===== src/rtl/mem_bus_pkg.sv =====
// Shared types for the uncached data path: the bus word width, the posted-write
// entry layout and the read state machine encoding.
package mem_bus_pkg;

  localparam int BUS_WORD_W = 32;
  localparam int BUS_MASK_W = BUS_WORD_W / 8;

  typedef struct packed {
    logic [BUS_WORD_W-1:0] addr;
    logic [BUS_WORD_W-1:0] wdata;
    logic [BUS_MASK_W-1:0] wmask;
  } bus_entry_t;

  typedef enum logic [1:0] {
    ST_IDLE    = 2'd0,
    ST_RD_REQ  = 2'd1,
    ST_RD_DONE = 2'd2
  } uwb_state_t;

endpackage


===== src/rtl/sync_fifo.sv =====
// Single-clock FIFO with registered pointers and a combinationally readable head.
// Push is ignored when full and pop is ignored when empty.
module sync_fifo #(
  parameter int WIDTH = 8,
  parameter int DEPTH = 4,
  localparam int AW = $clog2(DEPTH)
) (
  input  logic             clk,
  input  logic             reset,
  input  logic             push,
  input  logic             pop,
  input  logic [WIDTH-1:0] wdata,
  output logic [WIDTH-1:0] head,
  output logic             full,
  output logic             empty,
  output logic [AW:0]      count
);

  logic [WIDTH-1:0] mem [DEPTH];
  logic [AW-1:0]    wr_ptr;
  logic [AW-1:0]    rd_ptr;
  logic             do_push;
  logic             do_pop;

  assign full    = (count == (AW+1)'(DEPTH));
  assign empty   = (count == '0);
  assign do_push = push & ~full;
  assign do_pop  = pop & ~empty;
  assign head    = mem[rd_ptr];

  // Storage carries no reset; only the pointers and count define validity.
  always_ff @(posedge clk) begin
    if (do_push) begin
      mem[wr_ptr] <= wdata;
    end
  end

  always_ff @(posedge clk) begin
    if (reset) begin
      wr_ptr <= '0;
      rd_ptr <= '0;
      count  <= '0;
    end else begin
      if (do_push) begin
        wr_ptr <= wr_ptr + 1'b1;
      end
      if (do_pop) begin
        rd_ptr <= rd_ptr + 1'b1;
      end
      case ({do_push, do_pop})
        2'b10:   count <= count + 1'b1;
        2'b01:   count <= count - 1'b1;
        default: count <= count;
      endcase
    end
  end

endmodule


===== src/rtl/uncached_write_buffer.sv =====
// Posted-write buffer for uncached CPU accesses: stores retire into a FIFO and
// drain in order; loads wait for the FIFO to empty, then issue one bus read.
//
// state      | meaning
// -----------+-----------------------------------------------------------
// ST_IDLE    | draining posted writes; a load latches its address once empty
// ST_RD_REQ  | bus read outstanding with the latched address
// ST_RD_DONE | rdata holds the read result; CPU released this cycle
module uncached_write_buffer
  import mem_bus_pkg::*;
#(
  parameter int DEPTH = 4
) (
  input  logic                  clk,
  input  logic                  reset,
  input  logic                  rreq,
  input  logic                  wreq,
  input  logic [BUS_WORD_W-1:0] addr,
  input  logic [BUS_WORD_W-1:0] wdata,
  input  logic [BUS_MASK_W-1:0] wmask,
  output logic [BUS_WORD_W-1:0] rdata,
  output logic                  miss,
  output logic                  idle,
  output logic                  bus_rreq,
  output logic                  bus_wreq,
  output logic [BUS_WORD_W-1:0] bus_addr,
  output logic [BUS_WORD_W-1:0] bus_wdata,
  output logic [BUS_MASK_W-1:0] bus_wmask,
  input  logic                  bus_acc,
  input  logic [BUS_WORD_W-1:0] bus_rdata,
  input  logic                  bus_busy
);

  localparam int AW = $clog2(DEPTH);

  uwb_state_t            state;
  uwb_state_t            state_nxt;
  logic [BUS_WORD_W-1:0] rd_addr;
  bus_entry_t            push_entry;
  bus_entry_t            head;
  logic                  fifo_full;
  logic                  fifo_empty;
  logic [AW:0]           fifo_count;
  logic                  push;
  logic                  pop;
  logic                  bus_done;
  logic                  wr_active;
  logic                  rd_active;
  logic                  rd_start;

  assign push_entry = '{addr: addr, wdata: wdata, wmask: wmask};

  // A load in the same cycle takes priority, so the store is not posted.
  assign push      = wreq & ~rreq & ~fifo_full;
  assign bus_done  = bus_acc & ~bus_busy;
  assign wr_active = (state == ST_IDLE) & ~fifo_empty;
  assign rd_active = (state == ST_RD_REQ);
  assign pop       = wr_active & bus_done;
  assign rd_start  = (state == ST_IDLE) & fifo_empty & rreq;

  assign miss = (rreq & (state != ST_RD_DONE)) | (wreq & ~rreq & fifo_full);
  assign idle = (fifo_count == '0) & (state == ST_IDLE);

  sync_fifo #(
    .WIDTH ($bits(bus_entry_t)),
    .DEPTH (DEPTH)
  ) u_fifo (
    .clk   (clk),
    .reset (reset),
    .push  (push),
    .pop   (pop),
    .wdata (push_entry),
    .head  (head),
    .full  (fifo_full),
    .empty (fifo_empty),
    .count (fifo_count)
  );

  always_ff @(posedge clk) begin
    if (reset) begin
      state   <= ST_IDLE;
      rd_addr <= '0;
      rdata   <= '0;
    end else begin
      state <= state_nxt;
      if (rd_start) begin
        rd_addr <= addr;
      end
      if (rd_active && bus_done) begin
        rdata <= bus_rdata;
      end
    end
  end

  // The read completes even if the CPU drops rreq mid-flight.
  always_comb begin
    state_nxt = state;
    case (state)
      ST_IDLE: begin
        if (rd_start) begin
          state_nxt = ST_RD_REQ;
        end
      end
      ST_RD_REQ: begin
        if (bus_done) begin
          state_nxt = ST_RD_DONE;
        end
      end
      ST_RD_DONE: begin
        state_nxt = ST_IDLE;
      end
      default: begin
        state_nxt = ST_IDLE;
      end
    endcase
  end

  always_comb begin
    bus_rreq  = 1'b0;
    bus_wreq  = 1'b0;
    bus_addr  = '0;
    bus_wdata = '0;
    bus_wmask = '0;
    if (rd_active) begin
      bus_rreq = 1'b1;
      bus_addr = rd_addr;
    end else if (wr_active) begin
      bus_wreq  = 1'b1;
      bus_addr  = head.addr;
      bus_wdata = head.wdata;
      bus_wmask = head.wmask;
    end
  end

endmodule


===== config.mk =====
export PLATFORM = sky130hd
export DESIGN_NAME = uncached_write_buffer
export DESIGN_NICKNAME = d
export VERILOG_FILES = /design/src/rtl/mem_bus_pkg.sv /design/src/rtl/sync_fifo.sv /design/src/rtl/uncached_write_buffer.sv
export SDC_FILE = /design/constraint.sdc
export NUM_CORES = 1
export LEC_CHECK = 0
export ABC_AREA = 1
export BUFFER_PORTS_ARGS = -buffer_cell sky130_fd_sc_hd__buf_2
export CAP_MARGIN = 20
export CORE_ASPECT_RATIO = 1.25
export CORE_MARGIN = 5
export CORE_UTILIZATION = 39
export CTS_BUF_LIST = sky130_fd_sc_hd__clkbuf_8
export DETAILED_ROUTE_END_ITERATION = 12
export GPL_TIMING_DRIVEN = 0
export SYNTH_ARGS = -nofsm -noshare
export SYNTH_HDL_FRONTEND = slang
export SYNTH_SLANG_ARGS = --single-unit

===== constraint.sdc =====
create_clock -name clk -period 5.31 [get_ports clk]
set_input_delay 0.2655 -clock clk [delete_from_list [all_inputs] [get_ports clk]]
set_output_delay 0.2655 -clock clk [all_outputs]
set_load 0.03 [all_outputs]

# Word level (Yosys, flattened, before mapping)
# Memory sizes are Yosys's and may differ from the RTL's. A register that Yosys moved wholly into a read port is not among the register bits.
# Cells that the tools add are included.
# totals
n_memories	1
register_bits	73
in_bits	106
output_inout_bits	104
word_cells	56
ramBits	272
# memory_table
name	depth	width	rd	rd_ports_with_merged_regs	wr	line	source
u_fifo.mem	4	68	1	1	1	sync_fifo.sv:19	logic [WIDTH-1:0] mem [DEPTH];
# op_classes
n_bitwise	16
add_sub_neg	4
mux	17
eq_ne	7
reduce_logical	5
# ops
cell	count
$mux 32	4
$and 1x1->1	11
$mux 2	4
$mux 4	2
$ne 2x2->1 const B	3
$pmux 3 s2	1
$mux 1	5
$add 2x1->2 const B	2
$eq 2x1->1 const B	2
$not 1->1	4
$pmux 2 s2	1
$add 3x1->3 const B	1
$eq 3x3->1 const B	1
$logic_not 3->1	1
$sub 3x1->3 const B	1
$eq 2x2->1 const B	1
$logic_not 2->1	1
$reduce_and 2->1	1
$reduce_bool 2->1	1
$logic_and 1x1->1	1
$or 1x1->1	1

# Depth between registers and ports, before layout
# depth
word_depth	7
depth_mapped	13

# By module
# A second synthesis with hierarchy kept.
# hier_totals
hier_cells	1314
hier_area_um2	14097.3
# modules_own_cells
module	cells_per_inst	n_inst	area_each_um2	seq_area_each_um2
sync_fifo	727	1	10546.4	8348.0
uncached_write_buffer	587	1	3550.9	1321.3

# Worst setup path after synthesis
# OpenSTA, ideal clock, no wires.
# synth_timing
kind	register -> register
start	reg u_fifo.count[0]
end	mem u_fifo.mem[0][0] in the netlist's numbering, enable pin
path_stages_with_launch	5
setup_slack_ns	1.289
required_ns	4.815
path_buffers	0
arrival_time_ns	3.526
cell_sequence	dfxtp_1 > nor2_2 > nand2_1 > nand2_1 > nor2_1
# synth_between
elab_chain_len	6
# synth_lines
element	line	source
start, declared	sync_fifo.sv:16	output logic [AW:0] count
start signal, assigned	sync_fifo.sv:51	2'b10: count <= count + 1'b1;
start signal, assigned	sync_fifo.sv:52	2'b01: count <= count - 1'b1;
start signal, assigned	sync_fifo.sv:53	default: count <= count;
$eq 3x3->1 (*)	sync_fifo.sv:25	assign full = (count == (AW+1)'(DEPTH));
$not 1->1 (*)	sync_fifo.sv:27, uncached_write_buffer.sv:54	
$and 1x1->1	uncached_write_buffer.sv:54	assign push = wreq & ~rreq & ~fifo_full;
$and 1x1->1 (*)	sync_fifo.sv:27	assign do_push = push & ~full;
$mux 1 (*)	sync_fifo.sv:33	if (do_push) begin
$mux 1 (not written as such) (*)	sync_fifo.sv:34	mem[wr_ptr] <= wdata;
end, declared	sync_fifo.sv:19	
# Mark *: on every way between the ends. The rest lies on a longest branch, timed or not.

==> key figures <==
Timing
  – Slew Viols, Final: 0
  – Fin Hold WS: 0.03825 ns
  – RSZ-0062 raised after global routing: no
  – Final Critical Period: 2.750 ns
  – Fin. Hold Viols: 0
  – Slew Limit Headroom: 37.03%
  – Clock skew: 0.01722 ns
  – Fmax: 363.6 MHz
  – Part of the cycle the worst path needs: 51.79%
  – Setup TNS: 0 ns
  – # setup viols final: 0
  – Tightest Pin Transition: 0.9423 ns

Clocking
  – Clk slew on worst S/H paths: 0.06 ns
  – Post CTS Setup Buffer Count: 0
  – CTS sink count: 347
  – CTS buffer count: 54
  – Root buffer cell: clkbuf_8
  – CTS H-tree lvls: 2
  – PostCTS Resize Cnt: 0
  – Clk_lat worst skew: 0.60 ns
  – CTS tree: built
  – Maximum clock insertion buffer count: 3

Worst setup path
  – Startpoint types: flop
  – Worst setup path class: reg -> out
  – Crit-path leading delay family: buffers and inverters
  – Slowest cell on the critical path: dfxtp_1
  – CP bufs+invs: 4
  – Crit-path most repeated cell: buf_2
  – Critical path depth: 8
  – Worst setup EP type: primary output
  – Max incr delay on CP: 0.32 ns
  – Cell depth of the worst flop-to-flop path: 5
  – CP max FO: 10
  – Worst path cell trace: inv_2 > buf_2 > buf_2 > nand2_1 > nand3_1 > nand3_1 > o21ai_0 > buf_2
  – CP arrival: 2.48 ns
  – Worst Path Required: 5.04 ns

Floorplanning
  – Row count: 76
  – Number of top-level pins: 210
  – Starting density of the core: 39.53%
  – Core area: 0.03461 mm2
  – Die Width: 177.5 um
  – Die area: 0.03895 mm2
  – Die Y: 219.4 um

GRT
  – Initial antenna violation count: 2
  – Largest net degree at the start of global routing: 28
  – GRT overflow: 0
  – Tot GR Track Use: 19.01%
  – Vias in the first global route: 10,570
  – First-pass GRT wire length: 57,770 um

Drt
  – Routed len/inst: 17.31 um
  – Drt drc: 0
  – Pre-antenna DRT Iters: 5
  – Drt first-iter violations: 601
  – Antenna viol nets, final: 0
  – Via count: 10,340
  – Routed WL: 37,330 um
  – Vias per cell: 4.794

Finish
  – Syn-to-layout area delta: 28.99%
  – Ratio of cells with drive above 1 in the final layout: 20.87%
  – Final Non-Filler Cells: 2,157
  – Fin util: 50.99%
  – Layout Nets: 1,753

Min path
  – Hold Path Class: in -> reg
  – Worst Hold Path Cells: 4

Placement
  – Gpl congestion: 0.7629
  – IO Port Bufs: 209
  – Placed insts: 1,951
  – Post-DP HPWL: 23,940 um

Logic synthesis
  – Cell accounting for the most synthesized area: edfxtp_1
  – Post-synthesis sequential area ratio: 70.67%
  – Average size of a mapped cell: 10.82 um2
  – Mapped Nets: 1,377
  – Synth area leaders: edfxtp_1, dfxtp_1, nor2_1, nand2_1, o21ai_0
  – Synth Warn #: 0
  – Syn Std Cell Area: 0.01368 mm2
  – #FFs+latches synth: 347
  – Synth cell types: 25
  – Share of Yosys cell area claimed by the top area cell type: 59.70%
  – Mapped Cells: 1,265

Power and ir drop
  – Leak: 7.109 nW
  – Max VDD drop: 0.2494 mV
  – Power per Cell Area: 357.0 mW/mm2

Run status
  – Status: finished, final reports clean

Run
  – Total of max-cap violations: 0
synth_stat cells, drive strengths merged:
master and number:
o21ai 140, a21oi 42, clkbuf 26, nor2 287, buf 47, o31ai 1
edfxtp 272, inv 57, nor3 1, ha 5, nand4 2, fa 1
nand2 210, dfxtp 75, nand3 99
worst reg2reg max path: stages, from the launching register on:
cell     delay (ns)
dfxtp_1        0.37
nor2_2         0.09
nand2_1        0.13
nand2_1        0.29
nor2_4         0.82
buf_12         0.30
timing repair:
item,4_1_cts,5_1_grt
hold endpoints to repair,342,0
hold buffers,102,0
endpoints found under the setup margin,0,0
final cells by class:
type                    count  area, um2
diodes                      2      5.005
plain buffers              73      394.1
clock buffers              59      812.0
clock inverters            43      264.0
fillers                  3173      16970
inverters                  57      214.0
multi-input cells         788       3435
flip-flops and latches    347       9669
well taps                 468      585.6
repair buffers            320       2270
worst paths after layout:
check	from	endpoint	slack, ns
max	flop	bus_addr[31]	2.56
max reg2reg	u_fifo.count[0]$_SDFFE_PP0P_	u_fifo.mem[3][23]$_DFFE_PP_	2.99
min	rreq	u_fifo.wr_ptr[1]$_SDFFE_PP0P_	0.04
min reg2reg	rdata[25]$_SDFFE_PP0P_	rdata[25]$_SDFFE_PP0P_	0.48
layer usage:
layer | vias to the layer above | GRT usage (%) | routed length [um]
met4 | 0 | 5.365 | 775
met1 | 4922 | 22.87 | 15380
met3 | 55 | 4.549 | 2575
li1 | 5044 | - | -
met5 | - | 0 | 0
met2 | 320 | 33.96 | 18600
logic make-up (layout without fill, tap and decap cells):
group / count (synthesis) / count (layout) / synth area share, %
compound gates: 183 / 183 / 6.712
fa+ha+maj: 6 / 6 / 0.6036
buf+inv: 130 / 552 / 4.444
flops: 347 / 347 / 70.67
other cells: 0 / 2 / 0
simple gates: 599 / 599 / 17.57
stage by stage:
stage | power [mW] | worst slack, ns | area [um2]
floorplan | 3.728 | 1.289 | 13680
global placement | 4.072 | -1.403 | 15310
detailed placement | 4.092 | 2.939 | 15550
CTS | 6.361 | 2.498 | 17640
global route | 6.580 | 2.394 | 17650
finish | 6.300 | 2.560 | 17650
flip-flops by register name (all words and copies together), names as in the netlist, named ones only:
| register | cells |
|---|---|
| state | 2 |
| rdata | 32 |
| u_fifo.rd_ptr | 2 |
| rd_addr | 32 |
| u_fifo.mem | 272 |
| u_fifo.wr_ptr | 2 |
| u_fifo.count | 3 |
cells in the final DEF, fill, tap and decap left out, drive strengths merged, types with 3 or more instances in the layout:
master       count
dfxtp           75
clkinv          18
bufinv           3
a21oi           42
clkbuf          85
edfxtp         272
nand3           99
ha               5
inv             79
o21ai          140
nor2           287
dlygate4sd3    102
buf            265
nand2          210
power breakdown:
group / internal, mW / switching, mW / total (mW)
sequential: 3.03 / 0.0294 / 3.06
clock: 1.17 / 1.04 / 2.21
combinational: 0.315 / 0.717 / 1.03
total: 4.52 / 1.78 / 6.30
Power figures use the tool's default switching activity.
